<file path="src/rtl/alu_pkg.sv">
// Shared definitions for the ALU control sequencer: aluc encodings,
// command opcodes, FSM states and the carry-in source select.
package alu_pkg;

  localparam logic [3:0] ALUC_PASS_A = 4'b0000;
  localparam logic [3:0] ALUC_PASS_B = 4'b0001;
  localparam logic [3:0] ALUC_NOT_A  = 4'b0010;
  localparam logic [3:0] ALUC_NOT_B  = 4'b0011;
  localparam logic [3:0] ALUC_ADD    = 4'b0100;
  localparam logic [3:0] ALUC_ADC    = 4'b0101;
  localparam logic [3:0] ALUC_OR     = 4'b0110;
  localparam logic [3:0] ALUC_AND    = 4'b0111;
  localparam logic [3:0] ALUC_ZERO   = 4'b1000;
  localparam logic [3:0] ALUC_ONE    = 4'b1001;
  localparam logic [3:0] ALUC_ONES   = 4'b1010;
  localparam logic [3:0] ALUC_CLC    = 4'b1011;
  localparam logic [3:0] ALUC_STC    = 4'b1100;

  typedef enum logic [2:0] {
    OP_LOAD = 3'b000,
    OP_ADD  = 3'b001,
    OP_ADC  = 3'b010,
    OP_OR   = 3'b011,
    OP_AND  = 3'b100,
    OP_NOT  = 3'b101,
    OP_CLC  = 3'b110,
    OP_STC  = 3'b111
  } op_t;

  typedef enum logic [1:0] {
    S_IDLE = 2'd0,
    S_LO   = 2'd1,
    S_HI   = 2'd2,
    S_RESP = 2'd3
  } state_t;

  typedef enum logic [1:0] {
    CYS_ZERO = 2'd0,
    CYS_CY   = 2'd1,
    CYS_CLO  = 2'd2
  } cy_sel_t;

  function automatic logic is_single_pass(op_t op);
    return (op == OP_CLC) || (op == OP_STC);
  endfunction

endpackage

</file>
<file path="src/rtl/alu_ctrl_if.sv">
// Bundle between decoder (command/response), the ALU and the sequencer.
// Handshake: a transfer happens on a rising edge where valid and ready are both
// high; the sender holds valid and payload stable until that edge.
interface alu_ctrl_if #(parameter int W = 16);
  logic           cmd_valid;
  logic           cmd_ready;
  logic [2:0]     cmd_op;
  logic [2*W-1:0] cmd_opnd;
  logic [W-1:0]   alu_a;
  logic [W-1:0]   alu_b;
  logic [3:0]     alu_aluc;
  logic           alu_cy_in;
  logic [W-1:0]   alu_z;
  logic           alu_cy_out;
  logic           rsp_valid;
  logic           rsp_ready;
  logic [2*W-1:0] rsp_acc;
  logic           rsp_cy;

  modport master (
    output cmd_valid, cmd_op, cmd_opnd, rsp_ready, alu_z, alu_cy_out,
    input  cmd_ready, alu_a, alu_b, alu_aluc, alu_cy_in, rsp_valid, rsp_acc, rsp_cy
  );

  modport slave (
    input  cmd_valid, cmd_op, cmd_opnd, rsp_ready, alu_z, alu_cy_out,
    output cmd_ready, alu_a, alu_b, alu_aluc, alu_cy_in, rsp_valid, rsp_acc, rsp_cy
  );
endinterface

</file>
<file path="src/rtl/alu_ctrl_dec.sv">
// Pass decoder: maps latched opcode and pass (lo/hi) to the ALU control word,
// carry-in source and the accumulator / carry write enables.
module alu_ctrl_dec
  import alu_pkg::*;
(
  input  op_t         op,
  input  logic        hi,
  output logic [3:0]  aluc,
  output cy_sel_t     cy_sel,
  output logic        acc_we,
  output logic        cy_we,
  output logic        clo_we
);
  logic cy_cap;

  always_comb begin
    aluc   = ALUC_PASS_A;
    cy_sel = CYS_ZERO;
    acc_we = 1'b1;
    unique case (op)
      OP_LOAD: aluc = ALUC_PASS_B;
      OP_ADD: begin
        aluc   = hi ? ALUC_ADC : ALUC_ADD;
        cy_sel = hi ? CYS_CLO : CYS_ZERO;
      end
      OP_ADC: begin
        aluc   = ALUC_ADC;
        cy_sel = hi ? CYS_CLO : CYS_CY;
      end
      OP_OR:  aluc = ALUC_OR;
      OP_AND: aluc = ALUC_AND;
      OP_NOT: aluc = ALUC_NOT_A;
      OP_CLC: begin
        aluc   = ALUC_CLC;
        acc_we = 1'b0;
      end
      OP_STC: begin
        aluc   = ALUC_STC;
        acc_we = 1'b0;
      end
      default: acc_we = 1'b0;
    endcase
    // Carry out is meaningful only for the arithmetic and flag encodings.
    cy_cap = (aluc == ALUC_ADD) || (aluc == ALUC_ADC) ||
             (aluc == ALUC_CLC) || (aluc == ALUC_STC);
    cy_we  = cy_cap && (hi || is_single_pass(op));
    clo_we = cy_cap && !hi && !is_single_pass(op);
  end
endmodule

</file>
<file path="src/rtl/alu_ctrl.sv">
// Multi-cycle sequencer that runs 2W-bit accumulator commands through a W-bit
// ALU as a low pass then a high pass, and returns ACC/CY over a response port.
module alu_ctrl
  import alu_pkg::*;
#(
  parameter int W = 16
) (
  input  logic     clk,
  input  logic     reset,
  alu_ctrl_if.slave bus,
  output state_t   dbg_state
);
  state_t         state;
  op_t            op;
  logic [2*W-1:0] acc;
  logic [2*W-1:0] opnd;
  logic           cy;
  logic           clo;

  logic           hi;
  logic           in_pass;
  logic [3:0]     dec_aluc;
  cy_sel_t        dec_cy_sel;
  logic           dec_acc_we;
  logic           dec_cy_we;
  logic           dec_clo_we;

  assign hi      = (state == S_HI);
  assign in_pass = (state == S_LO) || (state == S_HI);

  alu_ctrl_dec u_dec (
    .op     (op),
    .hi     (hi),
    .aluc   (dec_aluc),
    .cy_sel (dec_cy_sel),
    .acc_we (dec_acc_we),
    .cy_we  (dec_cy_we),
    .clo_we (dec_clo_we)
  );

  // ALU is combinational, so its drive follows the current pass directly.
  always_comb begin
    bus.alu_aluc  = ALUC_PASS_A;
    bus.alu_a     = '0;
    bus.alu_b     = '0;
    bus.alu_cy_in = 1'b0;
    if (in_pass) begin
      bus.alu_aluc = dec_aluc;
      bus.alu_a    = hi ? acc[2*W-1:W] : acc[W-1:0];
      bus.alu_b    = hi ? opnd[2*W-1:W] : opnd[W-1:0];
      unique case (dec_cy_sel)
        CYS_CY:  bus.alu_cy_in = cy;
        CYS_CLO: bus.alu_cy_in = clo;
        default: bus.alu_cy_in = 1'b0;
      endcase
    end
  end

  assign bus.cmd_ready = (state == S_IDLE) && !reset;
  assign bus.rsp_acc   = acc;
  assign bus.rsp_cy    = cy;
  assign dbg_state     = state;

  always_ff @(posedge clk or posedge reset) begin
    if (reset) begin
      state         <= S_IDLE;
      op            <= OP_LOAD;
      acc           <= '0;
      opnd          <= '0;
      cy            <= 1'b0;
      clo           <= 1'b0;
      bus.rsp_valid <= 1'b0;
    end else begin
      unique case (state)
        S_IDLE: begin
          if (bus.cmd_valid) begin
            op    <= op_t'(bus.cmd_op);
            opnd  <= bus.cmd_opnd;
            state <= S_LO;
          end
        end
        S_LO: begin
          if (dec_acc_we) acc[W-1:0] <= bus.alu_z;
          if (dec_clo_we) clo <= bus.alu_cy_out;
          if (dec_cy_we)  cy  <= bus.alu_cy_out;
          if (is_single_pass(op)) begin
            state         <= S_RESP;
            bus.rsp_valid <= 1'b1;
          end else begin
            state <= S_HI;
          end
        end
        S_HI: begin
          if (dec_acc_we) acc[2*W-1:W] <= bus.alu_z;
          if (dec_cy_we)  cy <= bus.alu_cy_out;
          state         <= S_RESP;
          bus.rsp_valid <= 1'b1;
        end
        S_RESP: begin
          if (bus.rsp_ready) begin
            state         <= S_IDLE;
            bus.rsp_valid <= 1'b0;
          end
        end
        default: state <= S_IDLE;
      endcase
    end
  end
endmodule

</file>
<file path="src/flat_wrapper.sv">
// flat-port wrapper written by rule: the top's interface ports become plain ports
module alu_ctrl_flat import alu_pkg::*;
#(
  parameter int W = 16
)
  (clk, reset, dbg_state, bus_cmd_valid, bus_cmd_op, bus_cmd_opnd, bus_rsp_ready, bus_alu_z, bus_alu_cy_out, bus_cmd_ready, bus_alu_a, bus_alu_b, bus_alu_aluc, bus_alu_cy_in, bus_rsp_valid, bus_rsp_acc, bus_rsp_cy);
  alu_ctrl_if #(.W(W)) bus_i ();
  input  logic clk;
  input  logic reset;
  output state_t dbg_state;
  input wire logic [$bits(bus_i.cmd_valid)-1:0] bus_cmd_valid;
  input wire logic [$bits(bus_i.cmd_op)-1:0] bus_cmd_op;
  input wire logic [$bits(bus_i.cmd_opnd)-1:0] bus_cmd_opnd;
  input wire logic [$bits(bus_i.rsp_ready)-1:0] bus_rsp_ready;
  input wire logic [$bits(bus_i.alu_z)-1:0] bus_alu_z;
  input wire logic [$bits(bus_i.alu_cy_out)-1:0] bus_alu_cy_out;
  output wire logic [$bits(bus_i.cmd_ready)-1:0] bus_cmd_ready;
  output wire logic [$bits(bus_i.alu_a)-1:0] bus_alu_a;
  output wire logic [$bits(bus_i.alu_b)-1:0] bus_alu_b;
  output wire logic [$bits(bus_i.alu_aluc)-1:0] bus_alu_aluc;
  output wire logic [$bits(bus_i.alu_cy_in)-1:0] bus_alu_cy_in;
  output wire logic [$bits(bus_i.rsp_valid)-1:0] bus_rsp_valid;
  output wire logic [$bits(bus_i.rsp_acc)-1:0] bus_rsp_acc;
  output wire logic [$bits(bus_i.rsp_cy)-1:0] bus_rsp_cy;
  assign bus_i.cmd_valid = bus_cmd_valid;
  assign bus_i.cmd_op = bus_cmd_op;
  assign bus_i.cmd_opnd = bus_cmd_opnd;
  assign bus_i.rsp_ready = bus_rsp_ready;
  assign bus_i.alu_z = bus_alu_z;
  assign bus_i.alu_cy_out = bus_alu_cy_out;
  assign bus_cmd_ready = bus_i.cmd_ready;
  assign bus_alu_a = bus_i.alu_a;
  assign bus_alu_b = bus_i.alu_b;
  assign bus_alu_aluc = bus_i.alu_aluc;
  assign bus_alu_cy_in = bus_i.alu_cy_in;
  assign bus_rsp_valid = bus_i.rsp_valid;
  assign bus_rsp_acc = bus_i.rsp_acc;
  assign bus_rsp_cy = bus_i.rsp_cy;
  alu_ctrl #(.W(W)) u_core (.clk(clk), .reset(reset), .bus(bus_i), .dbg_state(dbg_state));
endmodule
</file>
<file path="config.mk">
export PLATFORM = sky130hd
export DESIGN_NAME = alu_ctrl_flat
export DESIGN_NICKNAME = d
export VERILOG_FILES = /design/src/rtl/alu_pkg.sv /design/src/rtl/alu_ctrl_if.sv /design/src/rtl/alu_ctrl_dec.sv /design/src/rtl/alu_ctrl.sv /design/src/flat_wrapper.sv
export SDC_FILE = /design/constraint.sdc
export NUM_CORES = 1
export LEC_CHECK = 0
export BUFFER_PORTS_ARGS = -buffer_cell sky130_fd_sc_hd__buf_2
export CAP_MARGIN = 15
export CORE_ASPECT_RATIO = 0.7
export CORE_UTILIZATION = 43
export DETAILED_ROUTE_END_ITERATION = 6
export PLACE_DENSITY = 0.81
export SLEW_MARGIN = 20
export SYNTH_ARGS = -nofsm -noshare
export SYNTH_HDL_FRONTEND = slang
export SYNTH_SLANG_ARGS = --single-unit
</file>
<file path="constraint.sdc">
create_clock -name clk -period 5.7 [get_ports clk]
set_input_delay 0.57 -clock clk [delete_from_list [all_inputs] [get_ports clk]]
set_output_delay 0.57 -clock clk [all_outputs]
set_load 0.05 [all_outputs]
</file>
Word level (Yosys, flattened, before mapping):

Index checks and enable logic that the tools add are counted.

* logic and storage cells: 72
* flip-flop bits (word level): 72
* output and inout port bits: 74
* input bits: 56

* mux-type cells: 19
* reductions and logical operators: 25
* bitwise logic cells: 1
* eq/ne operators: 19

Operator list (number)
* $mux 16: 4
* $pmux 4 s8: 1
* $eq 3x3->1 const B: 4
* $reduce_and 2->1: 6
* $eq 4x3->1 const B: 2
* $eq 4x4->1 const B: 2
* $mux 2: 4
* $pmux 2 s4: 1
* $eq 2x2->1 const B: 3
* $eq 3x2->1 const B: 2
* $logic_or 1x1->1: 6
* $ne 2x2->1 const B: 3
* $mux 1: 5
* $eq 2x1->1 const B: 2
* $logic_and 1x1->1: 4
* $mux 4: 1
* $pmux 2 s2: 1
* $reduce_or 2->1: 2
* $eq 3x1->1 const B: 1
* $logic_not 1->1: 3
* $logic_not 3->1: 1
* $pmux 1 s3: 1
* $reduce_and 3->1: 1
* $reduce_bool 3->1: 1
* other kinds (3): 3

Depth between registers and ports, before layout:

Gate-level depths: netlist of the first run.

* depth after elaboration: 10
* depth in mapped cells: 6
* mapped depth without buffers: 5

Modules after synthesis:

A second synthesis of the first run with hierarchy kept.

* cells, all modules: 272
* area total of the unflattened synthesis: 3783.6 um2

By module, submodules not included
* alu_ctrl: sequential area each 1801.7 um2, cells each 253, times used 1, area an instance 3658.5 um2
* alu_ctrl_dec: sequential area each 0.0 um2, cells each 19, times used 1, area an instance 125.1 um2

Least setup slack after synthesis of the first run:

No wires, ideal clock.

* kind: flip-flop to output port
* start: register u_core.state[0] (netlist: u_core.dbg_state[0])
* end: output bus_alu_cy_in
* cell stages (with the launch flop): 6
* data required time: 5.130 ns
* path buffers: 1
* path slack: 2.440 ns
* arrival: 2.690 ns
* cells stage by stage: dfrtp_1 inv_1 ha_1 clkbuf_1 nand4b_1 o31ai_1

* cells in the longest elaborated chain, start to end: 6
* elaborated cells between the ends (all ways): 10
* classes of those cells: eq/ne (4); mux (5); reduce/logical (1)

Ends and longest elaborated chain
* start: declaration: line alu_ctrl.sv:13 `state_t state;`
* start signal: assignment: line alu_ctrl.sv:66 `state <= S_IDLE;`
* start signal: assignment: line alu_ctrl.sv:79 `state <= S_LO;`
* start signal: assignment: line alu_ctrl.sv:87 `state <= S_RESP;`
* $eq 2x2->1: line alu_ctrl.sv:28, alu_ctrl.sv:29
* $mux 2 (on tied branches): line alu_ctrl_dec.sv:28, alu_ctrl_dec.sv:24
* $pmux 2 s2: line alu_ctrl_dec.sv:20 `unique case (op)`
* $eq 2x2->1 / $eq 2x1->1 (equally long branches): line alu_ctrl.sv:51 `unique case (dec_cy_sel)`
* $pmux 1 s2: line alu_ctrl.sv:51
* $mux 1 (*): line alu_ctrl.sv:47 `if (in_pass) begin`
* end: declaration: line flat_wrapper.sv:21 `output wire logic [$bits(bus_i.alu_cy_in)-1:0] bus_alu_cy_in;`

Every way passes the cells marked *; elsewhere a longest branch is shown, timed or not.

Final worst setup path of the first run:

* start: register u_core.state[1] (netlist: u_core.dbg_state[1])
* end: output bus_alu_cy_in

Same word-level chain as after synthesis.

==> metrics.cfg, run 1 <==
[clock_tree]
cts_tree = done
cts_resized = 0
cts.sinks = 72
ctsHoldBuffers = 0
clkTransAtPathRegs_ns = 0.06
cts_made_buffers = 9
postCtsSetupBuffers = 0
htreeDepth = 3
cts_buffer_depth = 2
cts-root-buf = clkbuf_16
clock_latency_ns = 0.32

[timing]
final.setup.tns_ns = 0
rsz0062_at_grt = no
fmax_ghz = 0.3372
fin_skew_ns = 0.008417
relSlewSlack_pct = 30.25
finalSetupViolations = 0
fin_crit_sh_pct = 52.03
hold_violations = 0
setup_ws_ns = 2.734
finalCriticalPeriod_ns = 2.966
tightestPinTransition_ns = 1.040
drv_slew = 0

[yosys]
syn_inst = 259
synth-seq-cells = 72
yosysTopAreaCellShare_pct = 51.41
synth_edf_count = 0
avgSynthCellArea_um2 = 13.53
synth_top_area_cell = dfrtp_1
ys_seq_area_share_pct = 51.41
ys_warn_count = 0
netlist_area_um2 = 3505
syn-num-nets = 320
ys.flop_type = dfrtp_1
async_reset_ff_share_pct = 100.0
yosys-top-cells-area = dfrtp_1, mux2_2, mux2i_1
ys_types = 32

[detailed_routing]
wl_per_cell_um = 15.57
vias_per_cell = 5.055
drt-total-wl_mm = 7.660
route.detailed.drc = 0
drtIter0Drc = 86
antenna_left = 0
vias = 2487
first_pass_iters = 4

[cells_and_area]
antenna_cells = 0
drive_above_1_share_pct = 57.54
seqCellArea_um2 = 1802
syn2layout_area_growth_pct = 27.67
finalNetCount = 447
n_fill_cell = 678
multi_input_area_um2 = 1595

[setup_path]
worst-path-stages = 6
endpoint_kind = output pin
slowest_stage = ha_2
worstPathMaxFanout = 39
rr_worst_depth = 5
max_stage_delay_ns = 0.77
reg2reg_from = u_core.dbg_state[0]
crit_arrival_ns = 2.40
crit_end = bus_alu_cy_in
reg2reg_slack_ns = 3.23
cp.buffers_inverters = 2
path_class = flop to output pin
cp-start-kind = flop
rr_endpoint = u_core.bus.rsp_acc[26]
crit_family = adder cells
critPathLaunch = u_core.dbg_state[1]
worstPathRequired_ns = 5.13
path_cells = inv_1 -> ha_2 -> and3b_1 -> nand3_1 -> o31ai_1 -> buf_2

[global_route]
grt_use_met1_pct = 23.59
met2_usage_pct = 30.94
grt-ovfl-total = 0
met3_usage_pct = 5.042
grt_use_total_pct = 18.62
grt_max_degree = 44
grt_pass1_wl_mm = 12.04
antenna_found_initial = 0
grt_most_used_layer = met2
first_global_vias = 2525

[die]
start_util_pct = 44.52
fp.dieW_um = 109.9
io_pins = 130
coreArea_um2 = 7871
rows = 27
die_y_um = 77.53
dieArea_um2 = 8521

[place]
post-place-ws_ns = 2.776
io_buffers = 129
place.gp.congestion = 0.7896

[hold_path]
hp-class = primary input to async pin

[outcome]
status = complete, no violations

[job]
cap_viol_max_count = 0

## how the worst min path moves through the flow
stage | from | endpoint | slack [ns] | cells past startpoint
floorplan | u_core.opnd[0] | u_core.opnd[0] | 0.48 | 1
global placement | u_core.opnd[28] | u_core.opnd[28] | 0.49 | 1
detailed placement | u_core.opnd[6] | u_core.opnd[6] | 0.49 | 1
CTS | reset | u_core.op[2] | 0.35 | 2
global route | reset | u_core.op[2] | 0.39 | 2
finish | reset | u_core.op[2] | 0.34 | 2
## worst register-to-register path, delay by kind of cell (launching register included)
family / cells / cell delay [ns]
flip-flops: 1 / 0.43
adder cells (fa/ha/maj): 1 / 0.19
AO/OA/AOI/OAI: 1 / 0.64
buffers and inverters: 2 / 0.67
multiplexers: 1 / 0.42
## cells in the final DEF (no fill, tap or decap), drive strengths merged
master | netlist | layout
a21boi | 3 | 3
a22o | 1 | 1
xor2 | 2 | 2
nand2 | 2 | 2
a221oi | 1 | 1
xnor2 | 1 | 1
or3b | 1 | 1
o31ai | 3 | 3
inv | 5 | 6
dfrtp | 72 | 72
clkinv | 0 | 3
a311o | 1 | 1
and3 | 1 | 1
clkinvlp | 0 | 3
nor2 | 2 | 2
nand3 | 2 | 2
clkbuf | 4 | 9
mux2 | 70 | 70
nand3b | 1 | 1
buf | 11 | 131
mux2i | 32 | 32
nor2b | 33 | 33
o211a | 1 | 1
and2 | 1 | 1
nand4b | 1 | 1
and3b | 1 | 1
ha | 5 | 5
a21oi | 1 | 1
o22a | 1 | 1
## routing by layer
metal | vias to the layer above | wire, um
met5 | - | 0
met4 | 0 | 94
met3 | 9 | 483
met2 | 81 | 3717
met1 | 1238 | 3364
li1 | 1159 | -
## logic make-up after synthesis
| kind of cell | after synthesis | share of synthesized area [%] |
|---|---|---|
| XOR/XNOR | 3 | 0.7499 |
| buffers and inverters | 20 | 3.213 |
| multiplexers | 102 | 31.63 |
| AND/OR/NAND/NOR | 45 | 8.033 |
| AO/OA/AOI/OAI | 12 | 3.178 |
| adder cells (fa/ha/maj) | 5 | 1.785 |
| flip-flops | 72 | 51.41 |
## cell type report
class                   count  area share, %
repair buffers            131          14.77
clock buffers               9          5.034
well taps                 101          2.824
multi-input cells         167          35.65
inverters                   5         0.4195
clock inverters             7          1.035
flip-flops and latches     72          40.27
## cell usage after synthesis, types with 2 or more instances
cell type / count
dfrtp_1: 72
mux2_2: 70
nor2b_1: 33
mux2i_1: 32
buf_2: 6
ha_1: 5
inv_1: 5
clkbuf_1: 4
buf_6: 3
o31ai_1: 3
buf_4: 2
nand3_1: 2
nor2_1: 2
xor2_1: 2
## state kept, by name, indices dropped and copies added, names as in the netlist
| signal | cells |
|---|---|
| u_core.bus.rsp_valid | 1 |
| u_core.bus.rsp_cy | 1 |
| u_core.dbg_state | 2 |
| u_core.op | 3 |
| u_core.opnd | 32 |
| u_core.clo | 1 |
| u_core.bus.rsp_acc | 32 |
## metrics by stage
stage	std cells	instance area (um2)	util [%]	hold slack, ns
5_1_grt	492	4474	56.84	0.3852
2_1_floorplan	259	3505	-	0.4786
3_3_place_gp	476	4200	53.36	0.4866
3_5_place_dp	476	4200	53.36	0.4923
4_1_cts	492	4472	56.81	0.3524
6_report	492	4474	56.84	0.3371
Power of run 1 is left out: the tool's default activity adds up to more than one toggle a clock period on the data nets, which glitch-free logic cannot reach.
==> inputs of run 2 (changes only) <==
- PLACE_DENSITY: 0.81 -> 0.84
- clock period: 5.7 -> 2.49 ns (I/O delays scaled with it)
==> run 2 against run 1 <==
  * Global-route usage about the same
  * Worst setup slack got worse by 2.6 ns
  * Via count decreased by 0.28%
  * Critical path type unchanged
  * Utilization increased by 2.4 points
==> metrics.cfg, run 2 (synthesized netlist as in run 1, its figures left out) <==
[outcome]
status = complete, no violations

[detailed_routing]
vias_per_cell = 4.990
antenna_left = 0
route.detailed.drc = 0
vias = 2480
wl_per_cell_um = 15.07
drtIter0Drc = 86
drt-total-wl_mm = 7.492
first_pass_iters = 4

[timing]
fin_crit_sh_pct = 93.88
relSlewSlack_pct = 46.81
hold_violations = 0
whs_ns = 0.08665
tightestPinTransition_ns = 0.7968
drv_slew = 0
finalSetupViolations = 0
rsz0062_at_grt = no
fin_skew_ns = 0.005849
fmax_ghz = 0.4278
finalCriticalPeriod_ns = 2.338

[job]
cap_viol_max_count = 0

[die]
io_pins = 130
rows = 27
fp.dieW_um = 109.9
start_util_pct = 44.52
dieArea_um2 = 8521
die_y_um = 77.53
coreArea_um2 = 7871

[cells_and_area]
final_common_cell = buf_2
finalNetCount = 452
fin_util_pct = 59.26
n_fill_cell = 645
antenna_cells = 0
mostFrequentLayoutCells = buf_2, dfrtp_1, mux2_2
drive_above_1_share_pct = 65.91
finalNonFillerCells = 497
syn2layout_area_growth_pct = 33.10

[clock_tree]
cts_made_buffers = 9
clkTransAtPathRegs_ns = 0.06
cts_buffer_depth = 2
cts.sinks = 72
htreeDepth = 3
cts-root-buf = clkbuf_16
clock_latency_ns = 0.32
cts_tree = done
postCtsSetupBuffers = 0

[global_route]
grt_use_total_pct = 18.61
first_global_vias = 2562
grt_max_degree = 38
grt-ovfl-total = 0
grt_pass1_wl_mm = 12.16
antenna_found_initial = 0

[setup_path]
slowest_stage = dfrtp_1
worstPathMaxFanout = 20
reg2reg_from = u_core.dbg_state[0]
endpoint_kind = output pin
worstPathRequired_ns = 2.24
crit_arrival_ns = 2.09
path_class = flop to output pin
rr_worst_depth = 4
reg2reg_slack_ns = 0.57
cp-start-kind = flop
cp.buffers_inverters = 3
crit_family = buffers and inverters
max_stage_delay_ns = 0.43
rr_endpoint = u_core.bus.rsp_acc[29]
path_cells = inv_1 -> ha_2 -> buf_4 -> mux2i_1 -> nor2b_2 -> buf_2

[place]
hpwlAfterDp_mm = 5.558
io_buffers = 129
dp.cells = 481
place.gp.congestion = 0.7941

[hold_path]
hp-class = primary input to async pin

run 2: cell types whose count changed in the layout (fill, tap and decap cells not counted), sizes merged:
cell,previous run,this run
buf,131,136
clkinv,3,0
bufinv,0,2
clkbuf,9,10
run 2: per-layer routing:
metal  track usage (%)  routed length (um)  up-vias
li1                  -                   -     1181
met1             23.02                3294     1222
met2             31.31                3759       69
met3             4.874                 355        8
met4             6.400                  83        0
met5                 0                   0        -
run 2: worst register-to-register path, delay by kind of cell (launching register included):
family / cells / cell delay [ns]
DFF: 1 / 0.43
muxes: 1 / 0.41
adders and majority gates: 1 / 0.26
AOI/OAI and AO/OA: 1 / 0.54
buffers and inverters: 1 / 0.16
run 2: layout make-up:
class | instances | area (um2) | share of cell area [%]
inverters | 5 | 18.77 | 0.4024
clock inverters | 6 | 91.34 | 1.958
clock buffers | 10 | 239.0 | 5.123
repair buffers | 136 | 710.7 | 15.24
well taps | 101 | 126.4 | 2.709
flip-flops and latches | 72 | 1802 | 38.63
multi-input cells | 167 | 1677 | 35.94
run 2: how the worst max path moves through the flow:
stage                        startpoint            end  slack (ns)  cells after the start
floorplan           u_core.dbg_state[0]  bus_alu_cy_in       -0.03                      5
detailed placement  u_core.dbg_state[0]   bus_alu_a[2]        0.46                      5
finish              u_core.dbg_state[0]  bus_alu_b[15]        0.15                      6
CTS                 u_core.dbg_state[0]   bus_alu_a[2]        0.10                      5
global route        u_core.dbg_state[0]   bus_alu_a[3]        0.04                      6
global placement    u_core.dbg_state[0]  bus_alu_b[15]        0.52                      6
run 2: repair_timing:
item	in CTS	in global routing
gates resized for setup	0	1
endpoints found under the setup margin	0	17
hold buffers	0	0
run 2: through the flow:
stage	area [um2]	setup TNS, ns	worst slack [ns]
after global placement	4332	0	0.5182
after global routing	4664	0	0.04157
final	4664	0	0.1523
after detailed placement	4332	0	0.4617
after CTS	4662	0	0.1008
after floorplan	3586	-0.03139	-0.03139
Power of run 2 is left out for the same reason.
==> inputs of run 3 (changes only) <==
- CTS_BUF_LIST: unset -> sky130_fd_sc_hd__clkbuf_4
- GPL_ROUTABILITY_DRIVEN: unset -> 0
==> run 3 against run 2 <==
  * Global-route usage is 0.18 points higher
  * Wire length grew 0.32%
  * Hold slack worse by 0.025 ns
  * Cell count up 0.20%
  * Die area unchanged
  * Critical path depth fell by 1
  * Critical endpoint is now bus_alu_aluc[0]
  * Non-clock buffer count up 1
==> metrics.cfg, run 3 (synthesized netlist as in run 1, its figures left out) <==
[die]
fp.dieW_um = 109.9
coreArea_um2 = 7871
dieArea_um2 = 8521
die_y_um = 77.53
rows = 27
start_util_pct = 44.52
io_pins = 130

[cells_and_area]
n_fill_cell = 670
syn2layout_area_growth_pct = 28.95
finalNetCount = 453
final_common_cell = buf_2
drive_above_1_share_pct = 65.49
finalNonFillerCells = 498
antenna_cells = 0
mostFrequentLayoutCells = buf_2, dfrtp_1, mux2_2
fin_area_um2 = 4519

[clock_tree]
clkTransAtPathRegs_ns = 0.12
cts-root-buf = clkbuf_4
cts_tree = done
cts.sinks = 72
cts_made_buffers = 9
postCtsSetupBuffers = 0
clock_latency_ns = 0.41
cts_buffer_depth = 2
htreeDepth = 3

[detailed_routing]
drt-total-wl_mm = 7.516
vias_per_cell = 5.000
first_pass_iters = 4
drtIter0Drc = 73
route.detailed.drc = 0
wl_per_cell_um = 15.09
antenna_left = 0
vias = 2490

[timing]
fmax_ghz = 0.4152
hold_violations = 0
relSlewSlack_pct = 46.70
drv_slew = 0
tightestPinTransition_ns = 0.7984
finalCriticalPeriod_ns = 2.408
fin_crit_sh_pct = 96.72
rsz0062_at_grt = yes
finalSetupViolations = 0
fin_skew_ns = 0.01252

[setup_path]
crit_family = simple AND/OR/NAND/NOR gates
worstPathMaxFanout = 6
slowest_stage = or3b_2
worstPathRequired_ns = 2.24
cp-start-kind = flop
rr_endpoint = u_core.bus.rsp_acc[30]
max_stage_delay_ns = 0.47
reg2reg_from = u_core.dbg_state[0]
reg2reg_slack_ns = 0.55
rr_worst_depth = 4
crit_arrival_ns = 2.16
cp.buffers_inverters = 2
endpoint_kind = output pin
path_cells = inv_1 -> ha_2 -> or3b_2 -> a21boi_2 -> clkbuf_4
path_class = flop to output pin

[global_route]
grt_use_total_pct = 18.80
antenna_found_initial = 0
first_global_vias = 2575
grt_pass1_wl_mm = 12.17
grt-ovfl-total = 0
grt_max_degree = 38

[hold_path]
hold_depth = 2
hp-class = primary input to flop
min_to = u_core.opnd[31]
hp-start = bus_cmd_opnd[31]

[place]
place_area_um2 = 4332
hpwlAfterDp_mm = 5.558
io_buffers = 129
dp.cells = 481

[job]
cap_viol_max_count = 0

[outcome]
status = complete, no violations

==> run 3: cell types whose count changed in the layout (fill, tap and decap cells not counted) <==
cell / delta
clkbuf_8: -1
clkbuf_16: -9
clkbuf_4: +11
buf_4: -2
buf_6: +2
buf_2: -2
clkinv_1: +1
dlygate4sd3_1: +1
==> run 3: worst max-delay path by stage <==
| stage | depth (start not counted) | start | slack, ns | endpoint |
|---|---|---|---|---|
| after floorplan | 5 | u_core.dbg_state[0] | -0.03 | bus_alu_cy_in |
| final | 5 | u_core.dbg_state[0] | 0.08 | bus_alu_aluc[0] |
| after global placement | 6 | u_core.dbg_state[0] | 0.52 | bus_alu_b[15] |
| after detailed placement | 5 | u_core.dbg_state[0] | 0.46 | bus_alu_a[2] |
| after CTS | 6 | u_core.dbg_state[0] | 0.005 | bus_alu_b[15] |
| after global routing | 5 | u_core.dbg_state[0] | -0.04 | bus_alu_aluc[0] |
==> run 3: worst reg2reg max path, cell delays in order (launching register included) <==
cell	delay (ns)
dfrtp_1	0.45
inv_1	0.16
ha_2	0.27
a21boi_4	0.55
mux2_2	0.41
==> run 3: metal layers <==
| layer | GRT usage [%] | vias to the layer above | share of wire, % |
|---|---|---|---|
| li1 | - | 1182 | - |
| met1 | 23.03 | 1221 | 44 |
| met2 | 31.37 | 78 | 50 |
| met3 | 5.630 | 9 | 5.5 |
| met4 | 6.400 | 0 | 1.2 |
| met5 | 0 | - | 0 |
==> run 3: metrics by stage <==
step / hold slack, ns / util, % / TNS [ns] / setup slack [ns]
finish: 0.06146 / 57.42 / 0 / 0.08165
global placement: 0.4498 / 55.03 / 0 / 0.5182
CTS: 0.03093 / 57.26 / 0 / 0.005463
floorplan: 0.3994 / - / -0.03139 / -0.03139
detailed placement: 0.4627 / 55.03 / 0 / 0.4617
global route: 0.01764 / 57.42 / -0.1278 / -0.04325
==> run 3: area by class of cell <==
| class | instances | area (um2) | share of cell area [%] |
|---|---|---|---|
| Multi-Input combinational cell | 167 | 1677 | 37.10 |
| Sequential cell | 72 | 1802 | 39.87 |
| Timing Repair Buffer | 137 | 733.2 | 16.22 |
| Tap cell | 101 | 126.4 | 2.796 |
| Inverter | 5 | 18.77 | 0.4153 |
| Clock inverter | 7 | 95.09 | 2.104 |
| Clock buffer | 9 | 67.56 | 1.495 |
==> run 3: repair_timing <==
action / in CTS / in global routing
hold buffers: 1 / 0
gates resized for setup: 1 / 4
endpoints found under the setup margin: 20 / 23
endpoints found under the hold margin: 9 / 0
Power of run 3 is left out for the same reason.
